$ cat config.mk
export PLATFORM = sky130hd
export DESIGN_NAME = player_death_ctrl
export DESIGN_NICKNAME = d
export VERILOG_FILES = /design/src/rtl/player_death_ctrl.sv
export SDC_FILE = /design/constraint.sdc
export NUM_CORES = 1
export LEC_CHECK = 0
export BUFFER_PORTS_ARGS = -buffer_cell sky130_fd_sc_hd__buf_2
export CORE_MARGIN = 2
export CORE_UTILIZATION = 50
export DETAILED_ROUTE_END_ITERATION = 8
export PLACE_DENSITY_LB_ADDON = 0.15
export SYNTH_ARGS = -nofsm -noshare
export SYNTH_HDL_FRONTEND = slang
export SYNTH_SLANG_ARGS = --single-unit
$ cat constraint.sdc
create_clock -name clk -period 1.89 [get_ports clk]
set_input_delay 0.567 -clock clk [delete_from_list [all_inputs] [get_ports clk]]
set_output_delay 0.567 -clock clk [all_outputs]
set_load 0.02 [all_outputs]
$ cat src/rtl/player_death_ctrl.sv
// Player death / respawn sequencer: freezes play for a death animation, consumes a life,
// then either respawns the digger with a frame-counted invulnerability window or latches game over.
module player_death_ctrl #(
  parameter int unsigned DEATH_FRAMES  = 60,
  parameter int unsigned INVULN_FRAMES = 90
) (
  input  logic       clk,
  input  logic       resetN,
  input  logic       startOfFrame,
  input  logic       playGame,
  input  logic       collision_monster,
  input  logic       collision_rock,
  input  logic       no_lives,
  output logic       player_died,
  output logic       freeze_game,
  output logic       respawn,
  output logic       invulnerable,
  output logic [2:0] death_anim_frame,
  output logic       game_over
);

  typedef enum logic [2:0] {
    IDLE      = 3'd0,
    ALIVE     = 3'd1,
    DYING     = 3'd2,
    DIED      = 3'd3,
    CHECK     = 3'd4,
    RESPAWN   = 3'd5,
    INVULN    = 3'd6,
    GAME_OVER = 3'd7
  } state_t;

  localparam logic [7:0] DEATH_LAST  = 8'(DEATH_FRAMES - 1);
  localparam logic [7:0] INVULN_LAST = 8'(INVULN_FRAMES - 1);

  state_t     state_q, state_d;
  logic [7:0] frame_cnt_q, frame_cnt_d;
  logic       player_died_d, freeze_game_d, respawn_d, invulnerable_d, game_over_d;
  logic [2:0] death_anim_frame_d;

  // Next-state and frame counter; dropping playGame overrides every other transition.
  always_comb begin
    state_d     = state_q;
    frame_cnt_d = frame_cnt_q;
    if (!playGame) begin
      state_d     = IDLE;
      frame_cnt_d = 8'd0;
    end else begin
      case (state_q)
        IDLE: begin
          state_d     = ALIVE;
          frame_cnt_d = 8'd0;
        end
        ALIVE: begin
          if (collision_monster || collision_rock) begin
            state_d     = DYING;
            frame_cnt_d = 8'd0;
          end else begin
            state_d = ALIVE;
          end
        end
        DYING: begin
          if (startOfFrame && (frame_cnt_q == DEATH_LAST)) begin
            state_d     = DIED;
            frame_cnt_d = 8'd0;
          end else if (startOfFrame) begin
            frame_cnt_d = frame_cnt_q + 8'd1;
          end else begin
            frame_cnt_d = frame_cnt_q;
          end
        end
        DIED:    state_d = CHECK;
        CHECK:   state_d = no_lives ? GAME_OVER : RESPAWN;
        RESPAWN: begin
          state_d     = INVULN;
          frame_cnt_d = 8'd0;
        end
        INVULN: begin
          if (startOfFrame && (frame_cnt_q == INVULN_LAST)) begin
            state_d     = ALIVE;
            frame_cnt_d = 8'd0;
          end else if (startOfFrame) begin
            frame_cnt_d = frame_cnt_q + 8'd1;
          end else begin
            frame_cnt_d = frame_cnt_q;
          end
        end
        GAME_OVER: state_d = GAME_OVER;
        default: begin
          state_d     = IDLE;
          frame_cnt_d = 8'd0;
        end
      endcase
    end
  end

  // Outputs decoded from the next state so the registered outputs track the state register exactly.
  always_comb begin
    player_died_d      = (state_d == DIED);
    respawn_d          = (state_d == RESPAWN);
    invulnerable_d     = (state_d == RESPAWN) || (state_d == INVULN);
    game_over_d        = (state_d == GAME_OVER);
    freeze_game_d      = (state_d == DYING) || (state_d == DIED) || (state_d == CHECK) ||
                         (state_d == RESPAWN) || (state_d == GAME_OVER);
    death_anim_frame_d = 3'd0;
    if (state_d == DYING) begin
      death_anim_frame_d = (frame_cnt_d[7:6] != 2'd0) ? 3'd7 : frame_cnt_d[5:3];
    end else begin
      death_anim_frame_d = 3'd0;
    end
  end

  // State, counter and output registers.
  always_ff @(posedge clk or negedge resetN) begin
    if (!resetN) begin
      state_q          <= IDLE;
      frame_cnt_q      <= 8'd0;
      player_died      <= 1'b0;
      freeze_game      <= 1'b0;
      respawn          <= 1'b0;
      invulnerable     <= 1'b0;
      death_anim_frame <= 3'd0;
      game_over        <= 1'b0;
    end else begin
      state_q          <= state_d;
      frame_cnt_q      <= frame_cnt_d;
      player_died      <= player_died_d;
      freeze_game      <= freeze_game_d;
      respawn          <= respawn_d;
      invulnerable     <= invulnerable_d;
      death_anim_frame <= death_anim_frame_d;
      game_over        <= game_over_d;
    end
  end

endmodule

==> results of run 1 <==
-- path summary, 6_finish.rpt --
| check | to | startpoint | slack, ps | cells after the start |
|---|---|---|---|---|
| worst max-delay path | death_anim_frame[0]$_DFF_PN0_ | frame_cnt_q[1]$_DFFE_PN0P_ | 60 | 8 |
| worst min-delay path | frame_cnt_q[2]$_DFFE_PN0P_ | resetN | 190 | 1 |
| worst max register to register | death_anim_frame[0]$_DFF_PN0_ | frame_cnt_q[1]$_DFFE_PN0P_ | 60 | 8 |
| worst min register to register | frame_cnt_q[0]$_DFFE_PN0P_ | frame_cnt_q[0]$_DFFE_PN0P_ | 590 | 2 |
| max in group asynchronous | state_q[0]$_DFF_PN0_ | resetN | 1370 | 1 |
| min in group clk | freeze_game$_DFF_PN0_ | playGame | 570 | 2 |
-- routing by layer --
layer	track usage (%)	up-vias	share of wire, %
met5	0	-	0
met4	4.05	0	0.49
met3	5.26	2	4.5
met2	37.7	30	51
met1	25.9	484	44
li1	-	484	-
-- where the power goes --
group / switching (W) / internal [W] / total [W]
Sequential: 0.0000590 / 0.000452 / 0.000511
Combinational: 0.000251 / 0.000296 / 0.000547
Clock: 0.000118 / 0.0000821 / 0.000200
Total: 0.000428 / 0.000830 / 0.00126
-- layout by cell type (no fill, tap or decap), types with 2 or more instances in the layout --
cell / Yosys / routed
sky130_fd_sc_hd__o21ai_0: 5 / 5
sky130_fd_sc_hd__nor2_1: 3 / 3
sky130_fd_sc_hd__inv_1: 6 / 6
sky130_fd_sc_hd__dfrtp_2: 0 / 2
sky130_fd_sc_hd__and3b_1: 2 / 2
sky130_fd_sc_hd__buf_4: 2 / 15
sky130_fd_sc_hd__nand2_1: 10 / 10
sky130_fd_sc_hd__o31a_1: 2 / 2
sky130_fd_sc_hd__a21o_1: 2 / 2
sky130_fd_sc_hd__a21oi_1: 7 / 6
sky130_fd_sc_hd__buf_2: 3 / 14
sky130_fd_sc_hd__dfrtp_1: 19 / 17
sky130_fd_sc_hd__nor2b_1: 3 / 3
sky130_fd_sc_hd__nand4_1: 3 / 3
sky130_fd_sc_hd__and2_1: 4 / 3
sky130_fd_sc_hd__a31oi_1: 4 / 4
sky130_fd_sc_hd__clkbuf_4: 0 / 3
sky130_fd_sc_hd__nand3_1: 2 / 2
sky130_fd_sc_hd__a21oi_2: 1 / 2
sky130_fd_sc_hd__nor3_1: 5 / 4
-- synthesized netlist by cell type, drive strengths merged, types with 2 or more instances --
library cell,instances
o31a,2
nand4bb,2
ha,2
o21ai,7
nand3,2
nor2b,3
and2,4
or2b,2
dfrtp,19
buf,5
inv,6
nand4,4
nand2,10
nor2,3
a21oi,8
nor3,5
and3b,3
or2,2
a31oi,4
a21o,2
-- state kept, by name, indices dropped and copies added, names as in the netlist --
name and flops:
respawn 1, freeze_game 1, player_died 1, invulnerable 1, state_q 3, death_anim_frame 3, game_over 1, frame_cnt_q 8
-- kinds of logic after synthesis --
kind of cell    synth area share, %
fa+ha+maj                      2.27
compound gates                 20.3
simple gates                   27.8
flops                          43.1
mux                            1.02
xor+xnor                      0.794
buf+inv                        4.76
-- per-stage QoR --
step	utilization [%]	power, W	TNS (ps)
after floorplan	-	0.000833	0
after global placement	59.7	0.000999	0
final	63.8	0.00126	0
after detailed placement	59.7	0.00100	-11.0
after CTS	61.3	0.00121	0
after global routing	63.8	0.00135	-258
-- worst max-delay path, stage by stage (launching register included) --
cell,delay [ps]
sky130_fd_sc_hd__dfrtp_1,440
sky130_fd_sc_hd__inv_1,80
sky130_fd_sc_hd__ha_2,160
sky130_fd_sc_hd__and3b_2,240
sky130_fd_sc_hd__o21ai_2,60
sky130_fd_sc_hd__a222oi_1,310
sky130_fd_sc_hd__buf_4,200
sky130_fd_sc_hd__nand4bb_4,170
sky130_fd_sc_hd__a31oi_1,50
-- final cells by class --
class	count	share of cell area, %
clock buffer	4	1.92
inverter	6	1.64
multi-input combinational	85	45.7
sequential	19	34.9
tap	28	2.55
timing repair buffer	29	13.3
-- what timing repair did --
item / in CTS / in global routing
gates resized for setup: 0 / 10
pin swaps: 0 / 2
setup buffers: 1 / 1
endpoints found under the setup margin: 2 / 6
cloned: 0 / 0
==> summary.md, run 1 <==
The tools report the H-tree depth as 1. The tightest hold path in the finished design has a slack of 194 ps. The unique cell type count in the Yosys netlist came out at 47. At the end of routability-driven placement, the weighted congestion stood at 0.939. The tools report the total of hold buffers inserted after clock tree synthesis as 0.

TritonCTS buffer count: 3. By area the synthesized netlist is led by sky130_fd_sc_hd__dfrtp_1 (43%), sky130_fd_sc_hd__nand2_1 (3.4%), sky130_fd_sc_hd__a21oi_1 (3.2%). At the placement stage, the worst setup path has a slack of -6.61 ps. The maximum operating frequency is 0.548 GHz, and the leakage power is 0.635 nW. The floorplan step set the die height to 51.0 um.

Element type at the critical path end: a register. From left edge to right edge, the die measures 51.0 um. Setup violations remaining at the end of the flow were counted as 0.

The final critical-path required period is 1830 ps. Summing all multi-input logic gate instances after layout gives 627 um2. The total power per unit cell area is 917 mW/mm2. The worst hold-check path type was in2async. In this run, synthesis inferred 0 flip-flops with an integrated enable. Share of post-route cells with drive strength above 1: 35.0%. For the post-synthesis sequential area ratio, the log shows 43.1%. The root buffer cell was sky130_fd_sc_hd__clkbuf_4. The total area inside the core boundary comes to 0.00215 mm2. The number of antenna diodes in the final layout is 0. The finished layout holds 171 standard cells, fillers aside.

Wires add up to 2.45 mm. The first TritonRoute pass finished after 4 iterations. Area taken by flip-flops and latches: 478 um2. The number of max-slew violations in the final report is 0, and the placed cell area is 0.00128 mm2. For the pin with the worst max-slew slack, the measured transition is 425 ps. The detailed router's first-iteration violation count was 23.

On the final layout, the worst clock skew is 4.53 ps. Worst-skew pair later-pin latency: 290 ps. The largest vdd supply drop came out at 0.557 mV.

The number of placement rows was 17. Of the available clock period, the critical path in the final layout requires 96.6%. TritonCTS built the clock tree. After synthesis the cells add up to 0.00110 mm2. Compared with the post-synthesis result, the final layout area differs by 24.3%. The total of warnings raised by yosys is 0. Dividing the detail-routed wire length by the instance count gives 14.3 um.

The smallest setup slack after layout is 64.2 ps. Along the worst path, the maximum fanout reaches 5. After clock tree synthesis, the clock-pin slew on the worst setup and hold paths is 100 ps. Once the floorplan was initialized, standard cells occupied 51.4% of the core.

After detailed routing, the number of remaining DRC violations is 0. The worst pin sits at a relative slew slack of 71.6%. After legalization and detailed placement, the total HPWL measured 1.78 mm. Summed over all layers, the global routing overflow is 0. The logs give 0 for the final-report hold violation count and 2000 ps for the arrival time at the worst endpoint.

Synthesis inferred 19 register bits. The vias per cell is 5.85. The count of pins on the block boundary is 15, and the initial antenna violation count is 0. The run finished with clean final reports. The largest area contributor in the netlist is sky130_fd_sc_hd__dfrtp_1.

The most instantiated flip-flop cell in the synthesis netlist is sky130_fd_sc_hd__dfrtp_1. For the number of placed instances, taps included, the log shows 165. With fillers left out, the area of the finished cells amounts to 0.00137 mm2. Across every metal layer, demand over resource in global routing totals 21.2%. The layout has 185 filler cells. The die covers 0.00260 mm2. The number of global-route vias before repair is 951, and the share of the synthesized area in the top cell type is 43.1%. The run gives 115 as the synthesized instance count.

Share of flip-flops with an asynchronous set or reset after synthesis: 100%. Setup repair after global routing could not meet its margin everywhere. For the reported max-cap violation count, the log shows 0.

The buffer levels on the longest clock path was 2. The run gives 0 as the antenna violation net count after detailed routing. The total clock sinks came out at 19. The number of nets in the synthesized netlist is 124.

Entering global routing, the biggest net connects 20 pins. The first-pass GRT wire length was 4.17 mm; the post-layout net count was 153. The post-synthesis average cell area works out to 9.60 um2. STA classifies the critical path startpoint as a register. The worst setup path category is reg2reg. The total via count in the routed design is 1000. In this run the tool buffered the top-level ports with 14 buffer cells.

At the worst endpoint, the required time is 2070 ps.
No activity file was read; power rests on OpenSTA's default activity.
==> inputs of run 2 (changes only) <==
--- a/config.mk
+++ b/config.mk
@@ -7,7 +7,7 @@
 export LEC_CHECK = 0
 export BUFFER_PORTS_ARGS = -buffer_cell sky130_fd_sc_hd__buf_2
 export CORE_MARGIN = 2
-export CORE_UTILIZATION = 50
+export CORE_UTILIZATION = 45
 export DETAILED_ROUTE_END_ITERATION = 8
 export PLACE_DENSITY_LB_ADDON = 0.15
 export SYNTH_ARGS = -nofsm -noshare
==> constraint.sdc (replaced) <==
create_clock -name clk -period 1.5 [get_ports clk]
set_input_delay 0.45 -clock clk [delete_from_list [all_inputs] [get_ports clk]]
set_output_delay 0.45 -clock clk [all_outputs]
set_load 0.02 [all_outputs]
==> run 2 against run 1 <==
- the run now ends with setup timing left
- combinational power grew 66%
- clock skew shrank 1.3 ps
- worst setup slack lost 350 ps
- global-route usage grew 2.4 points
- core utilization grew 5.7 points
- critical path type unchanged
- sequential cell count is the same
- via count grew 6.7%
- first-iteration DRC count grew 22%
- critical path depth shrank 1
- final cell count grew 11%
- clock-buffer cell count shrank 1
- power grew 43%
==> summary.md, run 2 (same netlist as run 1, synthesis figures left out) <==
The flow ran to the end, but the final reports show violations. The checks that failed: setup timing. Together, buffers and inverters on the worst path number 2. The number of design rule violations left after detail routing is 0, and the end-of-flow core utilization is 69.5%.

The initialized floorplan defines 17 standard-cell rows. The count of pins on the block boundary was 15. The critical path goes through buf_4, buf_4, nand4_4, or3_4, a221o_1, a2bb2oi_2, a31oi_1.

After detailed routing, the number of vias per cell comes to 5.62. The worst path required time is 1680 ps. After detailed placement, the total cell area comes to 0.00144 mm2. The worst register-to-register path has a setup slack of -290 ps. The final critical path takes up 119% of the cycle.

In this run the power density over the cells is 1140 mW/mm2. Cells with a size suffix above 1 make up 49.4% of the layout. Port buffering added 14 buffers. The worst setup path is captured at a register.

Leaving out fill and tap cells, the most frequent cell in the layout is sky130_fd_sc_hd__buf_4. After global routing the overflow that remains totals 0. The H-tree depth is 1, and the worst-case clock skew is 3.26 ps. Adding up every negative setup slack in the final design gives -3370 ps. In this run the worst setup path terminates at death_anim_frame[0]$_DFF_PN0_. Once detail routing completed, the nets flagged for antenna violations numbered 0. Before antenna repair, the detailed router went through 5 iterations. The start point of the critical path is frame_cnt_q[1]$_DFFE_PN0P_.

The clock reaches the later pin of the worst-skew pair after 290 ps. The critical path is of the reg2reg type. The arrival time at the worst endpoint was 1970 ps; the final wirelength was 2.92 mm.

The first-pass GRT wire length was 4.81 mm. Overall track demand over capacity in global routing: 23.6%. The largest individual stage delay along the critical path comes from the cell sky130_fd_sc_hd__dfrtp_1. The family of cells with the greatest summed delay on the critical path was compound AO/OA/AOI/OAI gates. The final critical-path required period works out to 1790 ps. In the final layout, the registers with the most flip-flops are frame_cnt_q x8, death_anim_frame x3, state_q x3. Ranked by flip-flop count, first place goes to frame_cnt_q. The slew at the pin closest to its max-slew limit was 433 ps; the detailed router's first-iteration violation count was 28.

Along the worst path, the maximum fanout reaches 3. The final-report hold violation count is 0. In the layout the commonest cells are sky130_fd_sc_hd__buf_4 (33), sky130_fd_sc_hd__dfrtp_1 (18), sky130_fd_sc_hd__buf_2 (14). The run gives 48.5% as the effective utilization at floorplan.

Setup repair after global routing could not meet its margin everywhere. Based on the critical path, the design can be clocked at up to 0.559 GHz. The number of antenna diodes in the final layout is 0.

The post-layout net count is 172, and the floorplan die height is 53.5 um. Relative to the synthesized area, the layout overhead comes to 43.3%. Number of fillers in the final layout: 180. Most frequent cell on the critical path: sky130_fd_sc_hd__buf_4.

Clock-pin slew was measured on the worst setup and hold paths at 110 ps. The smallest setup slack after layout was -289 ps; the worst hold-check slack was 73.9 ps. Summed over all cells, the static leakage comes to 0.748 nW. The root buffer cell was sky130_fd_sc_hd__clkbuf_4.

The maximum cell stage delay along the critical path was 400 ps. The flip-flop count of the largest register, all copies and words added was 8. The endpoint of the worst register-to-register path is death_anim_frame[0]$_DFF_PN0_. The largest vdd supply drop was 0.755 mV. The tools report the die area as 0.00286 mm2.

The depth of the worst register-to-register path was 7. Buffers inserted during clock tree synthesis total 3. In this run the critical register-to-register path is launched from frame_cnt_q[1]$_DFFE_PN0P_. The min-delay analysis places its worst path in the category in2async. The die is 53.5 um wide. The total of hold buffers inserted after clock tree synthesis is 0.

TritonCTS built the clock tree. Entering global routing, the biggest net connects 20 pins. Number of global-route vias before repair: 1039. Number of stages on the worst setup path: 7. The logs give 2.02 mm for the detailed-placement wirelength estimate and 0 for the initial antenna violation count.

The clock drives 19 sinks. The worst slew slack as a fraction of its limit is 71.1%, and the placeable core region is 0.00228 mm2. The finished cells cover 0.00158 mm2.

The number of max-slew violations in the final report was 0. Dividing the detail-routed wire length by the instance count gives 15.3 um. For the total via count in the routed design, the log shows 1067.

The logs give 0 for the reported max-cap violation count and 0.834 for the global placement routability congestion. The logs give 2 for the buffer levels on the longest clock path and 16 for the number of setup violations in the final report. The type of origin of the critical path was a register.
==> run 2: area by class of cell <==
class,count,area (um2),share of cell area [%]
multi-input combinational,85,691,43.7
inverter,6,22.5,1.42
sequential,19,477,30.1
clock buffer,3,22.5,1.42
tap,28,35.0,2.22
timing repair buffer,48,329,20.8
clock inverter,1,5.00,0.316
==> run 2: timing repair <==
| item | in CTS | in global routing |
|---|---|---|
| resized for setup | 11 | 9 |
| cloned | 0 | 0 |
| setup endpoints to repair | 17 | 17 |
| endpoints found under the hold margin | 0 | 0 |
| pin swaps | 1 | 6 |
| setup buffers | 3 | 1 |
==> run 2: through the flow <==
step	total power, W	std cells	setup WS (ps)
3_5_place_dp	0.00138	182	-257
5_1_grt	0.00193	190	-403
3_3_place_gp	0.00136	182	-250
6_report	0.00180	190	-289
2_1_floorplan	0.00108	115	-225
4_1_cts	0.00172	189	-244
==> run 2: worst min-delay path by stage <==
stage               slack (ps)  depth (start not counted)                             to   start
floorplan                  150                          0  death_anim_frame[0]$_DFF_PN0_  resetN
global placement           410                          1          player_died$_DFF_PN0_  resetN
detailed placement         420                          1          player_died$_DFF_PN0_  resetN
CTS                         90                          1          player_died$_DFF_PN0_  resetN
global route                90                          1     frame_cnt_q[0]$_DFFE_PN0P_  resetN
finish                      70                          1     frame_cnt_q[0]$_DFFE_PN0P_  resetN
==> run 2: layer usage <==
| layer | track usage [%] | part of all wire (%) |
|---|---|---|
| met1 | 29.5 | 42 |
| met2 | 40.7 | 51 |
| met3 | 3.11 | 4.1 |
| met4 | 9.40 | 2.4 |
| met5 | 0 | 0 |
==> run 2: worst reg2reg max path: cells and delay by family (launching register included) <==
kind                   cells  cell delay [ps]
AO/OA/AOI/OAI              3              600
buffers and inverters      2              240
flip-flops                 1              400
AND/OR/NAND/NOR            2              440
==> run 2: power breakdown <==
| part | leakage, nW | internal, W | switching, W |
|---|---|---|---|
| logic | 0.469 | 0.000488 | 0.000420 |
| clock network | 0.0177 | 0.0000991 | 0.000164 |
| registers | 0.261 | 0.000569 | 0.0000633 |
| total | 0.748 | 0.00116 | 0.000647 |
